[config.mk]
export PLATFORM = sky130hd
export DESIGN_NAME = arm_ctrl_stage
export DESIGN_NICKNAME = d
export VERILOG_FILES = /design/src/rtl/arm_ctrl_stage.sv
export SDC_FILE = /design/constraint.sdc
export NUM_CORES = 1
export LEC_CHECK = 0
export ABC_CLOCK_PERIOD_IN_PS = 2100
export CAP_MARGIN = 25
export CORE_MARGIN = 4
export CORE_UTILIZATION = 35
export DETAILED_ROUTE_END_ITERATION = 6
export GPL_TIMING_DRIVEN = 1
export PLACE_DENSITY = 0.65
export SYNTH_ARGS = -nofsm -noshare
export SYNTH_HDL_FRONTEND = slang
export SYNTH_SLANG_ARGS = --single-unit
[constraint.sdc]
create_clock -name clk -period 2.1 [get_ports clk]
set_clock_uncertainty 0.2 [all_clocks]
set_input_delay 0.315 -clock clk [delete_from_list [all_inputs] [get_ports clk]]
set_output_delay 0.315 -clock clk [all_outputs]
set_load 0.03 [all_outputs]
[src/rtl/arm_ctrl_stage.sv]
// arm_ctrl_stage: registered ID-stage control decoder with ARM condition squash and
// a STAGES-deep stall/flush pipeline. Optional CTRL_SQUASH_CNT_EN adds squash/illegal counters.
module arm_ctrl_stage #(
    parameter int ALU_CMD_W = 4,
    parameter int STAGES    = 1
) (
    input  logic                 clk,
    input  logic                 rst_n,
    input  logic                 in_valid,
    input  logic [1:0]           mode,
    input  logic [3:0]           op_code,
    input  logic                 s,
    input  logic [3:0]           cond,
    input  logic [3:0]           nzcv,
    input  logic                 stall,
    input  logic                 flush,
    output logic                 out_valid,
    output logic                 wb_en,
    output logic                 mem_read,
    output logic                 mem_write,
    output logic [ALU_CMD_W-1:0] alu_cmd,
    output logic                 branch,
    output logic                 status_en,
    output logic                 illegal
`ifdef CTRL_SQUASH_CNT_EN
    ,
    output logic [15:0]          squash_cnt,
    output logic [15:0]          illegal_cnt
`endif
);

    typedef struct packed {
        logic                 valid;
        logic                 wb_en;
        logic                 mem_read;
        logic                 mem_write;
        logic [ALU_CMD_W-1:0] alu_cmd;
        logic                 branch;
        logic                 status_en;
        logic                 illegal;
    } ctl_t;

    if (STAGES < 1 || STAGES > 3) begin : g_bad_stages
        $error("arm_ctrl_stage: STAGES must be 1..3");
    end

    ctl_t              dec;
    ctl_t              stage_in;
    logic [3:0]        cmd4;
    logic              cond_pass;
    logic              n_f, z_f, c_f, v_f;
    ctl_t [STAGES-1:0] pipe_q, pipe_d;

    assign {n_f, z_f, c_f, v_f} = nzcv;

    always_comb begin
        dec  = '0;
        cmd4 = 4'b0000;
        unique case (mode)
            2'b00: begin
                dec.wb_en     = 1'b1;
                dec.status_en = s;
                case (op_code)
                    4'b1101: cmd4 = 4'b0001;
                    4'b1111: cmd4 = 4'b1001;
                    4'b0100: cmd4 = 4'b0010;
                    4'b0101: cmd4 = 4'b0011;
                    4'b0010: cmd4 = 4'b0100;
                    4'b0110: cmd4 = 4'b0101;
                    4'b0000: cmd4 = 4'b0110;
                    4'b1100: cmd4 = 4'b0111;
                    4'b0001: cmd4 = 4'b1000;
                    4'b1010: begin cmd4 = 4'b0100; dec.wb_en = 1'b0; end
                    4'b1000: begin cmd4 = 4'b0110; dec.wb_en = 1'b0; end
                    default: begin
                        dec.wb_en     = 1'b0;
                        dec.status_en = 1'b0;
                        dec.illegal   = 1'b1;
                    end
                endcase
            end
            2'b01: begin
                if (op_code == 4'b0100) begin
                    cmd4          = 4'b0010;
                    dec.mem_read  = s;
                    dec.mem_write = ~s;
                    dec.wb_en     = s;
                end else begin
                    dec.illegal = 1'b1;
                end
            end
            2'b10:   dec.branch  = 1'b1;
            default: dec.illegal = 1'b1;
        endcase
        dec.alu_cmd = ALU_CMD_W'(cmd4);
    end

    always_comb begin
        cond_pass = 1'b0;
        case (cond)
            4'b0000: cond_pass = z_f;
            4'b0001: cond_pass = ~z_f;
            4'b0010: cond_pass = c_f;
            4'b0011: cond_pass = ~c_f;
            4'b0100: cond_pass = n_f;
            4'b0101: cond_pass = ~n_f;
            4'b0110: cond_pass = v_f;
            4'b0111: cond_pass = ~v_f;
            4'b1000: cond_pass = c_f & ~z_f;
            4'b1001: cond_pass = ~c_f | z_f;
            4'b1010: cond_pass = (n_f == v_f);
            4'b1011: cond_pass = (n_f != v_f);
            4'b1100: cond_pass = ~z_f & (n_f == v_f);
            4'b1101: cond_pass = z_f | (n_f != v_f);
            4'b1110: cond_pass = 1'b1;
            default: cond_pass = 1'b0;
        endcase
    end

    // A failed condition keeps alu_cmd/illegal visible but kills every side effect.
    always_comb begin
        stage_in = '0;
        if (in_valid) begin
            stage_in       = dec;
            stage_in.valid = 1'b1;
            if (!cond_pass) begin
                stage_in.wb_en     = 1'b0;
                stage_in.mem_read  = 1'b0;
                stage_in.mem_write = 1'b0;
                stage_in.branch    = 1'b0;
                stage_in.status_en = 1'b0;
            end
        end
    end

    always_comb begin
        pipe_d = pipe_q;
        if (flush) begin
            pipe_d = '0;
        end else if (!stall) begin
            pipe_d[0] = stage_in;
            for (int k = 1; k < STAGES; k++) pipe_d[k] = pipe_q[k-1];
        end
    end

    always_ff @(posedge clk or negedge rst_n) begin
        if (!rst_n) pipe_q <= '0;
        else        pipe_q <= pipe_d;
    end

    assign out_valid = pipe_q[STAGES-1].valid;
    assign wb_en     = pipe_q[STAGES-1].wb_en;
    assign mem_read  = pipe_q[STAGES-1].mem_read;
    assign mem_write = pipe_q[STAGES-1].mem_write;
    assign alu_cmd   = pipe_q[STAGES-1].alu_cmd;
    assign branch    = pipe_q[STAGES-1].branch;
    assign status_en = pipe_q[STAGES-1].status_en;
    assign illegal   = pipe_q[STAGES-1].illegal;

`ifdef CTRL_SQUASH_CNT_EN
    logic        accept;
    logic [15:0] squash_cnt_q, squash_cnt_d;
    logic [15:0] illegal_cnt_q, illegal_cnt_d;

    assign accept = in_valid & ~stall & ~flush;

    always_comb begin
        squash_cnt_d  = squash_cnt_q;
        illegal_cnt_d = illegal_cnt_q;
        if (accept && !cond_pass && squash_cnt_q != 16'hFFFF)
            squash_cnt_d = squash_cnt_q + 16'd1;
        if (accept && dec.illegal && illegal_cnt_q != 16'hFFFF)
            illegal_cnt_d = illegal_cnt_q + 16'd1;
    end

    always_ff @(posedge clk or negedge rst_n) begin
        if (!rst_n) begin
            squash_cnt_q  <= 16'h0000;
            illegal_cnt_q <= 16'h0000;
        end else begin
            squash_cnt_q  <= squash_cnt_d;
            illegal_cnt_q <= illegal_cnt_d;
        end
    end

    assign squash_cnt  = squash_cnt_q;
    assign illegal_cnt = illegal_cnt_q;
`endif

endmodule

# After elaboration in Yosys (flattened, before gate mapping)
# Index checks and enable logic that the tools add are counted.
# totals
register_bits	11
in_bits	20
elab_cells	71
# op_classes
n_eq_ne	29
muxes	18
bitwise_logic	9
n_reduce_logical	7
# op_table
cell	count
4-bit == test, second input constant	12
4-bit one-hot mux with 9 select lines	1
11-bit 2-to-1 mux	3
4-bit by 3-bit == test with 1-bit output, second input constant	7
1-bit one-hot mux with 15 select lines	1
4-bit by 2-bit == test with 1-bit output, second input constant	3
11-bit OR reduction	1
9-bit OR reduction	1
4-bit by 1-bit == test with 1-bit output, second input constant	2
4-bit zero test	2
2-bit 2-to-1 mux	4
4-bit one-hot mux with 2 select lines	1
3-bit 2-to-1 mux	2
1-bit NOT	5
1-bit 2-to-1 mux	4
2-bit OR reduction	2
1-bit one-hot mux with 3 select lines	1
1-bit bitwise AND	2
2-bit by 1-bit == test with 1-bit output, second input constant	1
2-bit == test, second input constant	1
2-bit zero test	1
2-bit by 1-bit inequality test with 1-bit output, second input constant	1
1-bit bitwise OR	2
1-bit one-hot mux with 2 select lines	1
2 further kinds	2

# Depth between registers and ports, before layout
# logic_depth
ltp_word	8
mapped_depth	6

# Least setup slack after synthesis
# No wires, ideal clock.
# synth_timing
path_kind	input port to flip-flop
start	input cond[2]
end	register pipe_q (netlist bit status_en)
setup_ns	0.068
arrival_ns	1.418
path_slack_ns	0.414
path_stages	6
path_cell_list	buf_6 and2_4 or3b_1 a41o_1 nand4_2 a32o_1
# synth_between
elab_chain_cells	6
# synth_lines
item	line	text
from (decl)	13	input logic [3:0] cond,
4-bit == test, or another cell as far along	100	case (cond)
1-bit one-hot mux with 15 select lines (*)	100	
2-bit 2-to-1 mux (*)	126	if (!cond_pass) begin
11-bit 2-to-1 mux (*)	123	if (in_valid) begin
11-bit 2-to-1 mux (*)	140	end else if (!stall) begin
11-bit 2-to-1 mux (*)	138	if (flush) begin
to (signal assigned)	148	else pipe_q <= pipe_d;
to (decl)	52	ctl_t [STAGES-1:0] pipe_q, pipe_d;
# Mark *: on every way between the ends. The rest lies on a longest branch, timed or not. The select of a mux whose other input is x is not followed.
# A chain may end at the register's enable or synchronous reset.

# Worst setup path after layout
# layout_timing
start	input cond[0]
end	register pipe_q (netlist bit status_en)
# The elaborated chain is that of the path after synthesis.

==> impl_metrics.tcl <==
set metrics [dict create \
    slew_headroom_pct 65.57 \
    grt_pass1_wl_mm 3.726 \
    cts_buffer_depth 2 \
    p_sw_w 0.0001462 \
    end_kind "register" \
    r2r_start "alu_cmd[0]" \
    firstDrtPassIters 4 \
    drive_gt1_share_pct 21.64 \
    synth_area_leaders "dfrtp_1, a22o_1, nand2_1" \
    finalCritPeriodShare_pct 93.04 \
    slew_violations 0 \
    cts-root-buf "clkbuf_4" \
    finalCriticalPeriod_ns 1.954 \
    swShare_pct 28.12 \
    outcome "completed" \
    cp_data_arrival_time_ns 1.97 \
    core_um2 2276 \
    synth_top_area_share_pct 32.16 \
    worstSkewPairLatency_ns 0.27 \
    timing.final.ws_setup_ns 0.1462 \
    synth_xor_area_share_pct 3.070 \
    via_per_inst 5.130 \
    synth-edff-count 0 \
    synthAdderAreaFrac_pct 1.170 \
    die_w_um 57.45 \
    postCtsHoldBufs 0 \
    area_growth_pct 49.85 \
    seq_area_frac_synth_pct 32.16 \
    vias 831 \
    synthCells 92 \
    synth_common_cells "nand2_1, dfrtp_1, a22o_1" \
    synth_top_cell_by_area "dfrtp_1" \
    synth-seq-cells 11 \
    die_h_um 57.45 \
    hold_viol 0 \
    setup_violations 0 \
    fillers 211 \
    hold_class "input pin to async pin" \
    drcViolationCount 0 \
    antenna_found_initial 0 \
    powerDensity_nw_per_um2 405.4 \
    postCtsResizedCells 0 \
    grt_max_degree 12 \
    pin_count 31 \
    pre_cts_ws_ns -0.1726 \
    pwr-share-seq_pct 41.7 \
    rsz0062_at_grt "false" \
    num-nets-final 155 \
    critPathKind "input pin to register" \
    syn_area_um2 855.8 \
    htree_levels 1 \
    postCtsSetupBuffers 0 \
    tritoncts "yes" \
    fmax_mhz 511.8 \
    p_leak_nw 0.5621 \
    cts.sinks 11 \
    grt_use_total_pct 13.76 \
    grt_pass1_vias 829 \
    synthArstFlopShare_pct 100.0 \
    ys.flop_type "dfrtp_1" \
    gp_congestion 0.8789 \
    yosysUniqueCellTypes 43 \
    start_util_pct 37.60 \
    tightest_slew_ns 0.5149 \
    clockPowerShare_pct 27.5 \
    die_area_um2 3301 \
    grt-ovfl-total 0 \
    yosys.area_share.simple_pct 29.82 \
    antenna_left 0 \
    dp_hpwl_mm 1.772 \
    worstPathRequired_ns 2.12 \
    drt-wirelength-per-cell_um 13.25 \
    drtIter0Drc 15 \
    cp_max_fo 7 \
    synth_nets 112 \
    power.internal_w 0.0003737 \
    combPwrFrac_pct 30.8 \
    ir_drop_mv 0.3619 \
    n_antenna_cell 0 \
    synth_top_family_by_area "simple AND/OR/NAND/NOR gates" \
    yosysMostFrequentCell "nand2_1" \
    cp-startpoint "cond[0]" \
    clk_pin_slew_ns 0.08 \
    muxShareOfSynthArea_pct 3.509 \
    port-buffer-count 30 \
    max-cap-violations 0 \
    wl_mm 2.147 \
    syn_area_per_cell_um2 9.302 \
    cts_made_buffers 3 \
    synth_compound_area_share_pct 23.25 \
    rows 17 \
    post-route-util_pct 56.35 \
    critPathLaunchType "input pin" \
    ys_warn_count 0 \
]
## power by group through the flow
stage	combinational [W]	sequential [W]	clock, W
6_report	0.000160	0.000217	0.000143
5_1_grt	0.000175	0.000217	0.000155
4_1_cts	0.000161	0.000217	0.000148
3_5_place_dp	0.000161	0.000221	0
3_3_place_gp	0.000157	0.000221	0
2_1_floorplan	0.0000750	0.000227	0
## through the flow
stage	instance area, µm²	hold slack [ns]	power (W)	instances	TNS [ns]
2_1_floorplan	855.8	-0.1806	0.0003024	92	0
3_3_place_gp	1251	0.2639	0.0003780	158	-0.5551
3_5_place_dp	1251	0.2715	0.0003816	158	-0.7217
4_1_cts	1277	0.1987	0.0005258	162	0
5_1_grt	1282	0.2128	0.0005481	162	0
6_report	1282	0.1790	0.0005199	162	0
## kinds of logic after synthesis
kind of cell | Yosys count
AO/OA/AOI/OAI | 23
XOR/XNOR | 3
adder cells (fa/ha/maj) | 1
buffers and inverters | 9
flip-flops | 11
multiplexers | 3
AND/OR/NAND/NOR | 42
## worst paths after layout
path                       depth (start not counted)         end  slack (ns)
max                                                7   status_en        0.15
min reg2reg                                        2   out_valid        0.27
max in group asynchronous                          1    mem_read        1.16
min in group clk                                   2   out_valid        0.27
min                                                1   status_en        0.18
max reg2reg                                        1  alu_cmd[0]        1.18
## layer usage
| layer | vias to the layer above | global-route usage, % | wire, µm |
|---|---|---|---|
| li1 | 430 | - | - |
| met1 | 384 | 19.15 | 1018 |
| met2 | 15 | 22.26 | 1040 |
| met3 | 2 | 2.262 | 66 |
| met4 | 0 | 2.980 | 22 |
| met5 | - | 0 | 0 |
## cell type report
cell class / instances / area [µm²] / share of cell area, %
timing repair buffer: 45 / 417.9 / 32.59
sequential: 11 / 275.3 / 21.46
inverter: 2 / 7.507 / 0.5854
tap: 28 / 35.03 / 2.732
clock buffer: 4 / 26.28 / 2.049
multi-input combinational: 72 / 520.5 / 40.59
## cell usage in the layout (no fill, tap or decap), types with 2 or more instances in the layout
master,netlist,layout
dfrtp_1,11,11
clkbuf_4,0,3
nand3_1,4,4
a21oi_1,3,3
nand2_1,12,12
a32o_1,3,3
and2b_2,2,2
nor2_1,5,5
inv_1,2,2
clkdlybuf4s50_1,0,28
buf_4,2,15
mux2i_1,3,3
nor4_2,2,2
a22o_1,6,6
o31ai_1,2,2
nand2b_1,4,4
xnor2_1,2,2
dlymetal6s2s_1,0,2
## sequential cells by signal (all words and copies together), names as in the netlist
| register | count |
|---|---|
| alu_cmd | 4 |
| branch | 1 |
| illegal | 1 |
| mem_read | 1 |
| mem_write | 1 |
| out_valid | 1 |
| status_en | 1 |
| wb_en | 1 |
## worst max-delay path: stages
cell and delay, ns:
clkdlybuf4s50_1 0.51, buf_4 0.19, nand2b_1 0.13, o32a_2 0.32, a41o_1 0.19, nand4_2 0.13
a32o_1 0.17
Note: power is estimated with default switching activity, not from simulation.
